### src/rtl/fauxfs_wfile_drain.sv
// fauxfs_wfile_drain: Wishbone master that bursts each 2 KB write-file sector into a
// valid/ready stream, then acks the sector and clears the pending flag.
module fauxfs_wfile_drain #(
    parameter logic [31:0] BASE_ADR   = 32'h0000_0000,
    parameter int          BURST_LEN  = 8,
    parameter int          FIFO_DEPTH = 16
) (
    input  logic        wb_clk_i,
    input  logic        wb_rst_n_i,
    input  logic        enable_i,
    input  logic        wfile_dat_int_i,
    output logic [31:0] wbm_adr_o,
    output logic [31:0] wbm_dat_o,
    output logic [3:0]  wbm_sel_o,
    output logic        wbm_we_o,
    output logic [2:0]  wbm_cti_o,
    output logic [1:0]  wbm_bte_o,
    output logic        wbm_cyc_o,
    output logic        wbm_stb_o,
    input  logic [31:0] wbm_dat_i,
    input  logic        wbm_ack_i,
    input  logic        wbm_err_i,
    output logic [31:0] m_data_o,
    output logic        m_valid_o,
    output logic        m_last_o,
    input  logic        m_ready_i,
    output logic        busy_o,
    output logic        err_o,
    output logic [15:0] sector_cnt_o
);
    localparam int AW = $clog2(FIFO_DEPTH);
    localparam logic [9:0] BMASK = 10'(BURST_LEN - 1);

    typedef enum logic [2:0] {IDLE, RD, GAP, FLUSH, ACKWR, CLRWR, REARM, ERR} state_t;

    state_t        state;
    logic [9:0]    idx;
    logic [9:0]    idx_next;
    logic [32:0]   mem [FIFO_DEPTH];
    logic [AW-1:0] wr_ptr, rd_ptr;
    logic [AW:0]   count;
    logic          push, pop, free_ok, last_beat;

    assign idx_next  = idx + 10'd1;
    assign last_beat = (idx & BMASK) == BMASK;
    assign push      = state == RD && wbm_cyc_o && wbm_ack_i && !wbm_err_i;
    assign m_valid_o = count != '0;
    assign pop       = m_valid_o && m_ready_i;
    assign m_data_o  = m_valid_o ? mem[rd_ptr][31:0] : 32'h0;
    assign m_last_o  = m_valid_o && mem[rd_ptr][32];
    assign free_ok   = count <= (AW+1)'(FIFO_DEPTH - BURST_LEN);
    assign busy_o    = state != IDLE;
    assign wbm_stb_o = wbm_cyc_o;
    assign wbm_bte_o = 2'b00;

    always_ff @(posedge wb_clk_i or negedge wb_rst_n_i) begin
        if (!wb_rst_n_i) begin
            wr_ptr <= '0;
            rd_ptr <= '0;
            count  <= '0;
        end else begin
            if (push) wr_ptr <= wr_ptr + AW'(1);
            if (pop) rd_ptr <= rd_ptr + AW'(1);
            count <= count + (AW+1)'(push) - (AW+1)'(pop);
        end
    end

    always_ff @(posedge wb_clk_i) begin
        if (push) mem[wr_ptr] <= {idx == 10'd511, wbm_dat_i};
    end

    always_ff @(posedge wb_clk_i or negedge wb_rst_n_i) begin
        if (!wb_rst_n_i) begin
            state        <= IDLE;
            idx          <= '0;
            wbm_cyc_o    <= 1'b0;
            wbm_adr_o    <= '0;
            wbm_dat_o    <= '0;
            wbm_sel_o    <= '0;
            wbm_we_o     <= 1'b0;
            wbm_cti_o    <= '0;
            sector_cnt_o <= '0;
            err_o        <= 1'b0;
        end else if (wbm_cyc_o && wbm_err_i) begin
            wbm_cyc_o <= 1'b0;
            wbm_we_o  <= 1'b0;
            wbm_cti_o <= 3'b000;
            err_o     <= 1'b1;
            state     <= ERR;
        end else begin
            case (state)
                IDLE: if (enable_i && wfile_dat_int_i) begin
                    idx   <= '0;
                    state <= GAP;
                end
                GAP: if (free_ok) begin
                    wbm_cyc_o <= 1'b1;
                    wbm_we_o  <= 1'b0;
                    wbm_sel_o <= 4'hF;
                    wbm_adr_o <= BASE_ADR + {20'h0, idx, 2'b00};
                    wbm_cti_o <= last_beat ? 3'b111 : 3'b010;
                    state     <= RD;
                end
                RD: if (wbm_ack_i) begin
                    idx       <= idx_next;
                    wbm_adr_o <= wbm_adr_o + 32'd4;
                    if (last_beat) begin
                        wbm_cyc_o <= 1'b0;
                        wbm_cti_o <= 3'b000;
                        state     <= idx_next[9] ? FLUSH : GAP;
                    end else if ((idx_next & BMASK) == BMASK) begin
                        wbm_cti_o <= 3'b111;
                    end
                end
                FLUSH: if (!m_valid_o) state <= ACKWR;
                // Both writes idle one cycle with cyc low before raising it
                ACKWR: if (!wbm_cyc_o) begin
                    wbm_cyc_o <= 1'b1;
                    wbm_we_o  <= 1'b1;
                    wbm_sel_o <= 4'hF;
                    wbm_adr_o <= BASE_ADR + 32'h1000;
                    wbm_dat_o <= {16'h0, sector_cnt_o + 16'd1};
                end else if (wbm_ack_i) begin
                    wbm_cyc_o <= 1'b0;
                    wbm_we_o  <= 1'b0;
                    state     <= CLRWR;
                end
                CLRWR: if (!wbm_cyc_o) begin
                    wbm_cyc_o <= 1'b1;
                    wbm_we_o  <= 1'b1;
                    wbm_sel_o <= 4'h1;
                    wbm_adr_o <= BASE_ADR + 32'h1020;
                    wbm_dat_o <= 32'h1;
                end else if (wbm_ack_i) begin
                    wbm_cyc_o    <= 1'b0;
                    wbm_we_o     <= 1'b0;
                    sector_cnt_o <= sector_cnt_o + 16'd1;
                    state        <= REARM;
                end
                REARM: if (!wfile_dat_int_i) state <= IDLE;
                default: ;
            endcase
        end
    end
endmodule

### config.mk
export PLATFORM = sky130hd
export DESIGN_NAME = fauxfs_wfile_drain
export DESIGN_NICKNAME = d
export VERILOG_FILES = /design/src/rtl/fauxfs_wfile_drain.sv
export SDC_FILE = /design/constraint.sdc
export NUM_CORES = 1
export LEC_CHECK = 0
export CAP_MARGIN = 20
export CORE_MARGIN = 2
export CORE_UTILIZATION = 53
export CTS_CLUSTER_SIZE = 14
export DETAILED_ROUTE_END_ITERATION = 10
export PLACE_DENSITY = 0.81
export SLEW_MARGIN = 20
export SYNTH_ARGS = -nofsm -noshare
export SYNTH_HDL_FRONTEND = slang
export SYNTH_SLANG_ARGS = --single-unit
### constraint.sdc
create_clock -name wb_clk_i -period 3.8 [get_ports wb_clk_i]
set_input_delay 0.76 -clock wb_clk_i [delete_from_list [all_inputs] [get_ports wb_clk_i]]
set_output_delay 0.76 -clock wb_clk_i [all_outputs]
set_load 0.01 [all_outputs]
==> reports/qor.txt <==
distinct cell type count of the synthesized netlist - 61
synth warn - 0
Post-DP HPWL - 33.4 mm
WL final - 60.0 mm
RSZ-0062 raised after global routing - true
CP arrival - 3030 ps
Remaining Overflow, GRT - 0
clk sinks - 623
Die ar. - 0.0500 mm²
area grow syn2layout - 19.3%
Clock Skews - 19.5 ps
CP peak stage delay - 510 ps
max_slew headroom - 45.5%
CTS clk-pin slew, worst paths - 70 ps
top cells by area, synth - edfxtp_1 (62%), mux4_2 (15%), dfrtp_1 (9.3%)
clock root buffer - clkbuf_16
Top delay family on crit path - multiplexers
Crit Path Max Fanout - 9
area leader, netlist - edfxtp_1
Tightest Pin Transition - 818 ps
PD cells - 675 mW/mm²
Pleak - 0.0103 µW
filler cell count - 3126
Avg Inst Size Synth - 18.5 µm²
port buffer count - 146
Die W - 224 µm
Syn Std Cell Area - 0.0255 mm²
max-capacitance violation count - 0
gr usage total - 24.3%
CP required - 3040 ps
outcome - complete, no violations
CTS tree - done
WP buf/inv - 5
startpoint types - register
Pre-antenna DRT Iters - 5
hold crit path type - input port to asynchronous set/reset pin
placed instance area - 0.0282 mm²
share of cells above drive strength 1 - 24.4%
wire per inst - 26.5 µm
post-synthesis cell count - 1380
post-DR vias/cell - 6.18
Core ar. - 0.0476 mm²
initial DRC count - 1391
largest net degree at the start of global routing - 62
max frequency - 264 MHz
Setup Crit Path Kind - register to output pin
die height - 224 µm
Synth top area share - 62.1%
fraction of registers with async set/reset - 15.2%
CTS max path bufs - 3
Fin. Hold Viols - 0
design area - 0.0305 mm²
Clock Latency Late Sink - 620 ps
initial antenna violation count - 5
Worst setup EP type - output pin
first-pass GRT wire length - 89.9 mm
antenna viol nets, final - 0
GP Congestion - 0.810
fin crit share - 99.9%
vias - 13993
DRC viols - 0
register area share after synthesis - 71.4%
main flop type after synthesis - edfxtp_1
Post-Place Cells - 2123
Synth Register Bits - 623
Final Critical Period - 3790 ps
VDD IR max - 0.000530 V
hold buffer count at CTS - 0
fin nets - 1657
FP Rows - 80
H-tree depth - 2
vias in the first global route - 14187
max-slew violations - 0
Finished Layout Cells - 2263
num ports - 167
final setup vio count - 0
CTS Buf Count - 60
slowest CP cell - mux4_2
critical-path cell list - buf_4, buf_12, buf_4, buf_16, mux4_2, mux4_2, and2_1, clkdlybuf4s15_2
EDFF count, synth - 528
Initial Util - 53.6%
-- repair_timing --
| item | in CTS | in global routing |
|---|---|---|
| gates resized for setup | 78 | 19 |
| setup endpoints to repair | 33 | 16 |
| buffers inserted | 18 | 6 |
| cloned | 3 | 0 |
-- synthesized netlist by cell type (all sizes together) (2+ instances only) --
cell,instances
edfxtp,528
mux4,165
dfrtp,95
buf,68
nand2,64
nor2,50
and2,39
a21oi,38
o21ai,34
clkbuf,32
xnor2,26
inv,25
o31ai,22
nand3,21
nor3,21
ha,20
xor2,19
nand4,16
or4,15
nand2b,10
or3,8
nor4,6
a31oi,5
and4,5
a211oi,4
o2bb2ai,4
or2,4
a21o,3
and3,3
or4b,3
a221o,2
a32oi,2
nor2b,2
nor4b,2
-- through the flow --
stage | utilization, % | setup TNS, ps | hold WS [ps] | total power [µW] | worst slack (ps)
detailed placement | 59.3 | 0 | 465 | 14400 | 343
floorplan | - | 0 | 464 | 12200 | 383
finish | 64.0 | 0 | 222 | 20600 | 5.24
CTS | 63.9 | -191 | 251 | 20600 | -76.1
global placement | 59.3 | 0 | 452 | 14200 | 370
global route | 64.0 | -45.6 | 285 | 21300 | -42.3
-- placed cells by master (no fill, tap or decap), types with 5 or more instances in the layout --
cell	count
clkbuf_2	7
and2_1	30
inv_1	25
clkinv_2	7
nor4_1	6
dlygate4sd2_1	10
xnor2_1	26
ha_1	20
clkbuf_1	11
nand4_1	16
o21ai_0	34
buf_12	29
a31oi_1	5
clkbuf_16	61
o31ai_1	22
edfxtp_1	528
or4_1	15
buf_4	54
buf_2	10
nand3_1	20
and2_4	9
and4_1	5
mux4_2	165
nand2b_1	10
nor2_4	12
clkdlybuf4s50_1	114
nor3_1	15
xor2_1	19
dfrtp_1	91
nand2_1	63
clkinv_1	13
bufinv_16	7
nor2_1	38
a21oi_1	38
or3_1	8
conb_1	20
-- layer usage --
metal	global-route usage, %	share of wire, %
met5	0	0.042
met4	8.73	2.9
met2	40.5	51
met1	32.8	38
met3	4.14	8.2
-- power breakdown --
part	leakage (µW)	switching, µW	internal, µW	total, µW
Clock	0.000937	2550	3410	5960
Combinational	0.00332	3090	3530	6620
Sequential	0.00603	342	7640	7980
-- flip-flops by register name, summed over array words and instances, names as in the netlist, 2 cells and up --
register,count
count,5
wbm_sel_o,2
state,3
wr_ptr,4
mem,528
sector_cnt_o,16
wbm_adr_o,30
rd_ptr,4
idx,10
wbm_dat_o,16
wbm_cti_o,2
-- kinds of logic after synthesis --
group           count (synthesis)  synth area share, %
flops                         623                 71.4
mux                           167                 14.6
buf+inv                       125                 2.58
xor+xnor                       45                 1.54
other cells                     1               0.0147
compound gates                124                 3.04
simple gates                  274                 5.76
fa+ha+maj                      21                 1.06
-- layout make-up --
| cell class | count | area (µm²) | share of cell area [%] |
|---|---|---|---|
| clock inverters | 37 | 378 | 1.24 |
| inverters | 25 | 93.8 | 0.308 |
| clock buffers | 72 | 1570 | 5.14 |
| multi-input cells | 651 | 6880 | 22.6 |
| well taps | 615 | 769 | 2.52 |
| diodes | 4 | 10.0 | 0.0328 |
| flip-flops and latches | 623 | 18200 | 59.9 |
| repair buffers | 236 | 2540 | 8.32 |
-- path summary, 6_finish.rpt --
check	startpoint	endpoint	slack (ps)	depth (start not counted)
min reg2reg	wbm_sel_o[0]	wbm_sel_o[0]	470	1
min in group wb_clk_i	wbm_sel_o[0]	wbm_sel_o[0]	470	1
min	wb_rst_n_i	wbm_adr_o[27]	220	1
max in group asynchronous	wb_rst_n_i	sector_cnt_o[15]	2790	2
max reg2reg	count[2]	count[4]	830	12
max	rd_ptr[0]	m_data_o[0]	5	8
Note: power is estimated with default switching activity, not from simulation.
